`src/rtl/rs_ap_ctrl_done_continue_pipeline.sv`:
```
// rtl/rs_ap_ctrl_done_continue_pipeline.sv - pipelined ap_done/ap_continue/ap_idle relay between kernel and controller
module rs_ap_ctrl_done_continue_pipeline #(
  parameter int BODY_LEVEL   = 10,
  parameter int GRACE_PERIOD = BODY_LEVEL * 2
) (
  input  logic clk,
  input  logic reset,
  input  logic kernel_done,
  input  logic kernel_idle,
  output logic kernel_continue,
  output logic ctrl_done,
  input  logic ctrl_continue,
  output logic ctrl_idle
);

  localparam int GW = (GRACE_PERIOD < 1) ? 1 : $clog2(GRACE_PERIOD + 1);

  localparam logic [1:0] H_IDLE = 2'd0;
  localparam logic [1:0] H_WAIT = 2'd1;
  localparam logic [1:0] H_COOL = 2'd2;

  localparam logic [0:0] T_IDLE = 1'b0;
  localparam logic [0:0] T_PEND = 1'b1;

  logic [BODY_LEVEL-1:0] fwd;
  logic [BODY_LEVEL-1:0] ret;
  logic [BODY_LEVEL-1:0] idle_pipe;
  logic [1:0]            head;
  logic [0:0]            tail;
  logic [GW-1:0]         grace;
  logic                  fwd_in;
  logic                  ret_in;

  // Only H_IDLE admits a new done, so at most one token per kernel is ever in flight.
  assign fwd_in = (head == H_IDLE) && kernel_done;
  assign ret_in = (tail == T_PEND) && ctrl_continue;

  always_ff @(posedge clk or posedge reset) begin
    if (reset) begin
      fwd       <= '0;
      ret       <= '0;
      idle_pipe <= '1;
    end else begin
      fwd[0]       <= fwd_in;
      ret[0]       <= ret_in;
      idle_pipe[0] <= kernel_idle;
      for (int i = 1; i < BODY_LEVEL; i++) begin
        fwd[i]       <= fwd[i-1];
        ret[i]       <= ret[i-1];
        idle_pipe[i] <= idle_pipe[i-1];
      end
    end
  end

  // H_COOL skips one cycle of kernel_done, which is still high while the kernel sees continue.
  always_ff @(posedge clk or posedge reset) begin
    if (reset) begin
      head            <= H_IDLE;
      kernel_continue <= 1'b0;
      grace           <= '0;
    end else begin
      kernel_continue <= 1'b0;
      if (grace != '0) begin
        grace <= grace - GW'(1);
      end
      case (head)
        H_IDLE: begin
          if (kernel_done) begin
            head <= H_WAIT;
          end
        end
        H_WAIT: begin
          if (ret[BODY_LEVEL-1]) begin
            kernel_continue <= 1'b1;
            grace           <= GW'(GRACE_PERIOD);
            head            <= H_COOL;
          end
        end
        H_COOL: head <= H_IDLE;
        default: head <= H_IDLE;
      endcase
    end
  end

  // An arriving token takes priority over a continue seen in T_IDLE.
  always_ff @(posedge clk or posedge reset) begin
    if (reset) begin
      tail <= T_IDLE;
    end else begin
      case (tail)
        T_IDLE: begin
          if (fwd[BODY_LEVEL-1]) begin
            tail <= T_PEND;
          end
        end
        T_PEND: begin
          if (ctrl_continue) begin
            tail <= T_IDLE;
          end
        end
        default: tail <= T_IDLE;
      endcase
    end
  end

  assign ctrl_done = (tail == T_PEND);
  assign ctrl_idle = idle_pipe[BODY_LEVEL-1] && (head == H_IDLE) && (tail == T_IDLE) && (grace == '0);

endmodule

```
`config.mk`:
```
export PLATFORM = sky130hd
export DESIGN_NAME = rs_ap_ctrl_done_continue_pipeline
export DESIGN_NICKNAME = d
export VERILOG_FILES = /design/src/rtl/rs_ap_ctrl_done_continue_pipeline.sv
export SDC_FILE = /design/constraint.sdc
export NUM_CORES = 1
export LEC_CHECK = 0
export CAP_MARGIN = 20
export CORE_AREA = 2 2 53 55
export DETAILED_ROUTE_END_ITERATION = 16
export DIE_AREA = 0 0 55 57
export GPL_TIMING_DRIVEN = 0
export PLACE_DENSITY = 0.69
export SYNTH_ARGS = -nofsm -noshare
export SYNTH_HDL_FRONTEND = slang
export SYNTH_SLANG_ARGS = --single-unit
```
`constraint.sdc`:
```
create_clock -name clk -period 1.41 [get_ports clk]
set_input_delay 0.141 -clock clk [delete_from_list [all_inputs] [get_ports clk]]
set_output_delay 0.141 -clock clk [all_outputs]
set_load 0.02 [all_outputs]
```
==> results.md, run 1 <==
- Outcome: complete, but fails checks
- Failing checks: setup timing
- Switching share of power: 27.4%
- Yosys cell types: 17
- Clk pwr share: 21.0%
- Synth Warn #: 0
- Post-layout util: 55.3%
- Least-Margin Pin Slew: 736 ps
- Die width: between 50 and 60 um
- Gpl congestion: 0.631
- Final Slew Violations: 0
- Ys async rst share: 100%
- Worst setup margin: -288 ps
- Reg area: 988 um2
- Layout Area Growth over Synthesis: 22.1%
- CTS hold repair buffers: 0
- Clk sinks: 39
- TritonCTS clock tree: built
- Synth Area per Inst: 17.4 um2
- Post-Synth Simple-Gate Area: under 10%
- Post-synthesis compound-gate area fraction: around 1.8%
- Worst Path Max Fanout: 2
- Fin crit period: 1700 ps
- WHS: ~210 ps
- Num CTS Buffers: 5
- Top cell type's share of synthesized area: 61.3%
- Final antenna-violating net count: 0
- PortBufs: 7
- Vias per cell: 4.69
- Final setup fails: 1
- Synth Area in Adders: 1.06%
- Rows: 19
- Die area: 0.00314 mm2
- Wire per inst: between 10 and 15 um
- Sw Pwr: 0.685 mW
- DRT Wirelength: 1600 um
- DRT Pass-1 Iters: 4
- Core area: 0.00262 mm2
- CTS clk-pin slew, worst paths: 110 ps
- Comb pwr share: a little under a quarter
- Unrepaired setup endpoints after global routing: yes
- Post-Syn Area: between 0.001 and 0.0015 mm2
- Most common cell after layout, fill and taps aside: dfrtp_1
- # DRC: 0
- Post-Synth XOR/XNOR Area: between 2 and 2.5%
- Ports: 8
- TNS Setup: -288 ps
- Deepest clock path buffer count: 2
- Count of non-filler cells in the finished layout: between 100 and 150
- Pleak: around 0.70 nW
- Mapped Nets: 74
- Cells after DPL: between 100 and 150
- Skew final: about 5.9 ps
- Starting DRT DRC Count: 2
- Footprint of the multi-input gates: 196 um2
- Total track usage: 12.8%
- Pin count of the biggest net entering global routing: 24
- Vias in the first global route: 572
- Combinational family with the most area after synthesis: simple AND/OR/NAND/NOR gates
- Cells after Synth: 68
- Routed vias: 572
- Critical path class: flop to output port
- Max Cap Viol: 0
- Number of synthesized flops with an enable pin: 0
- Initial core utilization: approximately 45%
- Max Clk Rate: between 0.5 and 0.6 GHz
- Global-route wire length before repair: roughly 2700 um
- Period Utilization, post-route: 120%
- Grt total ovfl: 0
- Hold Path Class: input port to flop
- Fill cells: 209
- WP data required: 1270 ps
- Startpoint types: flop
- Sequential Power Share: between 50% and 60%
- Final Hold Viols: 0
- Largest cells by area after synthesis: dfrtp_1 61%, dfstp_2 22%, xnor2_1 2.2%, nor4b_4 2.0%, mux2i_1 1.7%
- Post-synthesis sequential area ratio: between 80 and 90%
- Layout cells sized above 1: 37.4%
- Internal power: 1.81 mW
- CTS Root Buffer Type: clkbuf_4
- Initial antenna violation count: 0
- Relative max-transition margin: around 51%
- N_diodes: 0
- Ys flop type: dfrtp_1
- Most frequent cells in the layout: 29 x dfrtp_1, 10 x dfstp_2, 7 x buf_4, 5 x nor2_1, 5 x clkbuf_4
- Pwr Total: 2.50 mW
- H-tree depth: 2
- Peak VDD IR: 0.885 mV
- Latest clock arrival within the worst-skew pair: 330 ps
- Yosys top cell by area: dfrtp_1
- #FFs+latches synth: 39
- Fin nets: 96
- Vert. Die Dim: between 50 and 60 um
- Post-DP HPWL: 1010 um
- Critical path capture point type: output port
- Pwr Density: approximately 1700 mW/mm2
- Critical Path AT: approximately 1600 ps
- Mux contribution to synthesized area: 1.69%
## power groups by stage
stage	Combinational [mW]	Clock, mW	Sequential, mW
6_report	0.585	0.523	1.39
5_1_grt	0.638	0.614	1.41
4_1_cts	0.465	0.556	1.39
3_5_place_dp	0.392	0	1.40
3_3_place_gp	0.361	0	1.39
2_1_floorplan	0.292	0	1.39
## Yosys cell counts (2+ instances only)
master    n
nor3_1    2
xnor2_1   3
nor2_1    5
dfrtp_1  29
nand2_1   2
inv_1     5
and2_1    2
dfstp_2  10
mux2i_1   2
## timing repair
action / CTS / global route
setup endpoints to repair: 4 / 2
pin swaps: 2 / 3
buffers inserted: 3 / 4
resized for setup: 11 / 2
## critical path, stage by stage (launching register included)
cell,delay (ps)
dfrtp_1,410
inv_2,90
ha_4,130
nor4b_4,220
and4b_2,270
buf_6,110
## cells by family after synthesis
logic type | count (synthesis)
compound gates | 3
xor+xnor | 3
fa+ha+maj | 1
buf+inv | 5
flops | 39
mux | 2
simple gates | 15
## routing by layer
| metal | global-route usage, % | wire (um) | vias up |
|---|---|---|---|
| met2 | 16.2 | 722 | 15 |
| met5 | 0 | 0 | - |
| met3 | 7.07 | 78 | 0 |
| met1 | 19.1 | 801 | 292 |
| met4 | 4.18 | 0 | 0 |
| li1 | - | - | 265 |
## path summary, 6_finish.rpt
path / slack (ps) / cells past startpoint / end / from
max in group asynchronous: 550 / 3 / idle_pipe[4]$_DFF_PP1_ / reset
hold / removal: 210 / 1 / idle_pipe[0]$_DFF_PP1_ / kernel_idle
hold reg to reg: 350 / 0 / idle_pipe[6]$_DFF_PP1_ / idle_pipe[5]$_DFF_PP1_
setup reg to reg: 70 / 6 / grace[1]$_DFF_PP0_ / grace[0]$_DFF_PP0_
min in group asynchronous: 230 / 2 / ret[6]$_DFF_PP0_ / reset
setup / recovery: -290 / 5 / ctrl_idle / grace[0]$_DFF_PP0_
## registers in the layout (all words and copies together) (netlist names)
signal,flops
kernel_continue,1
head,2
idle_pipe,10
ctrl_done,1
ret,10
fwd,10
grace,5
## area by class of cell
cell class	instances	share of cell area [%]
multi-input combinational	24	13.6
sequential	39	68.4
inverter	5	1.30
tap	31	2.68
timing repair buffer	15	10.3
clock buffer	6	2.86
clock inverter	2	0.866
## stage by stage
| stage | cell area (um2) | setup slack [ps] |
|---|---|---|
| after detailed placement | 1320 | -616 |
| after global placement | 1290 | -608 |
| after global routing | 1450 | -360 |
| after CTS | 1410 | -305 |
| final | 1450 | -288 |
| after floorplan | 1190 | 0.104 |
Power figures use the tool's default switching activity.
==> run 2, diff against run 1 <==
--- a/config.mk
+++ b/config.mk
@@ -11,6 +11,7 @@
 export DIE_AREA = 0 0 55 57
 export GPL_TIMING_DRIVEN = 0
 export PLACE_DENSITY = 0.69
+export RECOVER_POWER = 25
 export SYNTH_ARGS = -nofsm -noshare
 export SYNTH_HDL_FRONTEND = slang
 export SYNTH_SLANG_ARGS = --single-unit
==> constraint.sdc (replaced) <==
create_clock -name clk -period 1.41 [get_ports clk]
set_input_delay 0.2115 -clock clk [delete_from_list [all_inputs] [get_ports clk]]
set_output_delay 0.2115 -clock clk [all_outputs]
set_load 0.02 [all_outputs]
==> run 2 against run 1 <==
Compared with the run above:
- the run still ends with setup timing left
- global-route usage decreased by 0.85 points
- first-iteration DRC count increased by 100%
- die area unchanged
- clock skew increased by 2.3 ps
- hold slack improved by 110 ps
- design area increased by 0.87%
- clock power increased by 37%
- flip-flop and latch count unchanged
- routed wire length decreased by 9.2%
- count of clock-buffer cells in the layout decreased by 1
- sequential power about the same
- register-to-register slack got worse by 30 ps
- critical endpoint unchanged
- highest routed layer is now met4
==> results.md, run 2 (synthesis results as in run 1) <==
- Most common cell after layout, fill and taps aside: dfrtp_1 (unchanged)
- Layout Area Growth over Synthesis: 23.2% (was 22.1%)
- Peak VDD IR: 1.00 mV (was 0.885 mV)
- Initial antenna violation count: 0 (unchanged)
- CTS clk-pin slew, worst paths: 120 ps (was 110 ps)
- Critical path capture point type: output port (unchanged)
- Cells after DPL: 107 (unchanged)
- Latest clock arrival within the worst-skew pair: 330 ps (about the same)
- PortBufs: 7 (unchanged)
- Grt total ovfl: 0 (unchanged)
- Wire per inst: 12.0 um (was 13.1 um)
- Count of non-filler cells in the finished layout: 121 (was 122)
- Worst Path Max Fanout: 2 (unchanged)
- N_diodes: 0 (unchanged)
- TNS Setup: -344 ps (was -288 ps)
- Ports: 8 (unchanged)
- Sequential Power Share: 52.4% (was 55.6%)
- Pwr Total: 2.63 mW (was 2.50 mW)
- Pin count of the biggest net entering global routing: 22 (was 24)
- Max Cap Viol: 0 (unchanged)
- Vias per cell: 4.51 (was 4.69)
- Fin nets: 95 (was 96)
- Pleak: 0.705 nW (was 0.696 nW)
- DRT Pass-1 Iters: 2 (was 4)
- Rows: 19 (unchanged)
- Largest regs: fwd (10), idle_pipe (10), ret (10) (unchanged)
- Internal power: 1.96 mW (was 1.81 mW)
- DRT Wirelength: 1460 um (was 1600 um)
- Final setup fails: 1 (unchanged)
- Die width: 55 um (unchanged)
- Die area: 0.00314 mm2 (unchanged)
- Num CTS Buffers: 5 (unchanged)
- Post-layout util: 55.7% (was 55.3%)
- Post-DP HPWL: 921 um (was 1010 um)
- Comb pwr share: 20.2% (was 23.4%)
- Outcome: complete, but fails checks (unchanged)
- Failing checks: setup timing (unchanged)
- CTS hold repair buffers: 0 (unchanged)
- Final Hold Viols: 0 (unchanged)
- Layout cells sized above 1: 35.6% (was 37.4%)
- Final Slew Violations: 0 (unchanged)
- Total track usage: 12.0% (was 12.8%)
- Starting DRT DRC Count: 4 (was 2)
- CTS Root Buffer Type: clkbuf_4 (unchanged)
- Unrepaired setup endpoints after global routing: yes (unchanged)
- Switching share of power: 25.5% (was 27.4%)
- H-tree depth: 2 (unchanged)
- Startpoint types: flop (unchanged)
- Gpl congestion: 0.630 (was 0.631)
- Routed vias: 546 (was 572)
- Initial core utilization: 45.3% (unchanged)
- Core area: 0.00262 mm2 (unchanged)
- TritonCTS clock tree: built (unchanged)
- Critical Path AT: 1540 ps (was 1560 ps)
- Clk pwr share: 27.3% (was 21.0%)
- WHS: 316 ps (was 211 ps)
- Max Clk Rate: 0.570 GHz (was 0.589 GHz)
- Hold Path Class: input port to asynchronous set/reset pin (was input port to flop)
- Final antenna-violating net count: 0 (unchanged)
- Least-Margin Pin Slew: 792 ps (was 736 ps)
- Fin crit period: 1750 ps (was 1700 ps)
- # DRC: 0 (unchanged)
- Critical path class: flop to output port (unchanged)
- Deepest clock path buffer count: 2 (unchanged)
- Vert. Die Dim: 57 um (unchanged)
- Pwr Density: 1810 mW/mm2 (was 1730 mW/mm2)
- Vias in the first global route: 611 (was 572)
- Sw Pwr: 0.671 mW (was 0.685 mW)
- Skew final: 8.20 ps (was 5.85 ps)
- Most frequent cells in the layout: 29 x dfrtp_1, 10 x dfstp_2, 6 x buf_4, 5 x nor2_1, 5 x clkbuf_4 (was 29 x dfrtp_1, 10 x dfstp_2, 7 x buf_4, 5 x nor2_1, 5 x clkbuf_4)
- Clk sinks: 39 (unchanged)
- WP data required: 1200 ps (was 1270 ps)
- Global-route wire length before repair: 2600 um (was 2680 um)
- Relative max-transition margin: 47.1% (was 50.9%)
- Worst setup margin: -344 ps (was -288 ps)
- Period Utilization, post-route: 124% (was 120%)
## run 2: cell count changes in the layout (fill, tap and decap cells not counted)
cell,before,now
bufinv_16,0,1
clkinvlp_4,1,0
clkdlybuf4s50_1,4,3
dlygate4sd3_1,0,1
a211oi_2,1,0
buf_4,7,6
nor2b_1,0,1
nor2b_2,1,0
clkbuf_1,1,0
a211oi_1,0,1
clkinv_4,0,1
## run 2: repair_timing
| item | 4_1_cts | 5_1_grt |
|---|---|---|
| cloned | 0 | 0 |
| gates resized for setup | 10 | 0 |
| pin swaps | 2 | 1 |
| setup buffers | 4 | 2 |
| endpoints found under the setup margin | 5 | 2 |
## run 2: critical path, cell delays in order (launching register included)
cell and delay [ps]:
dfrtp_1 410, inv_2 90, ha_4 130, nor4b_4 210, and4b_2 270, buf_6 110
## run 2: final timing paths
path,from,endpoint,slack [ps],depth (start not counted)
max,grace[0]$_DFF_PP0_,ctrl_idle,-340,5
min in group clk,fwd[3]$_DFF_PP0_,fwd[4]$_DFF_PP0_,350,0
min,reset,fwd[0]$_DFF_PP0_,320,2
max reg2reg,grace[0]$_DFF_PP0_,grace[1]$_DFF_PP0_,40,6
min reg2reg,fwd[3]$_DFF_PP0_,fwd[4]$_DFF_PP0_,350,0
max in group asynchronous,reset,idle_pipe[1]$_DFF_PP1_,450,3
## run 2: power by group through the flow
| stage | Combinational, mW | Clock [mW] | Sequential, mW |
|---|---|---|---|
| after floorplan | 0.293 | 0 | 1.39 |
| after global placement | 0.361 | 0 | 1.40 |
| after detailed placement | 0.392 | 0 | 1.40 |
| after CTS | 0.485 | 0.742 | 1.38 |
| after global routing | 0.600 | 0.806 | 1.40 |
| final | 0.533 | 0.719 | 1.38 |
## run 2: through the flow
step / setup slack (ps) / cell area, um2
after floorplan: -52.0 / 1190
after global placement: -661 / 1290
after detailed placement: -700 / 1320
after CTS: -366 / 1440
after global routing: -426 / 1460
final: -344 / 1460
## run 2: metal layers
layer,GRT usage [%],wire [um],vias to the layer above
met4,5.23,9,0
met2,17.2,676,11
met5,0,0,-
met1,16.2,685,276
met3,4.71,83,2
li1,-,-,257
## run 2: final cells by class
cell class	count	area [um2]
Tap cell	31	38.8
Timing Repair Buffer	14	141
Sequential cell	39	988
Inverter	5	18.8
Multi-Input combinational cell	24	189
Fill cell	216	1160
Clock buffer	5	37.5
Clock inverter	3	43.8
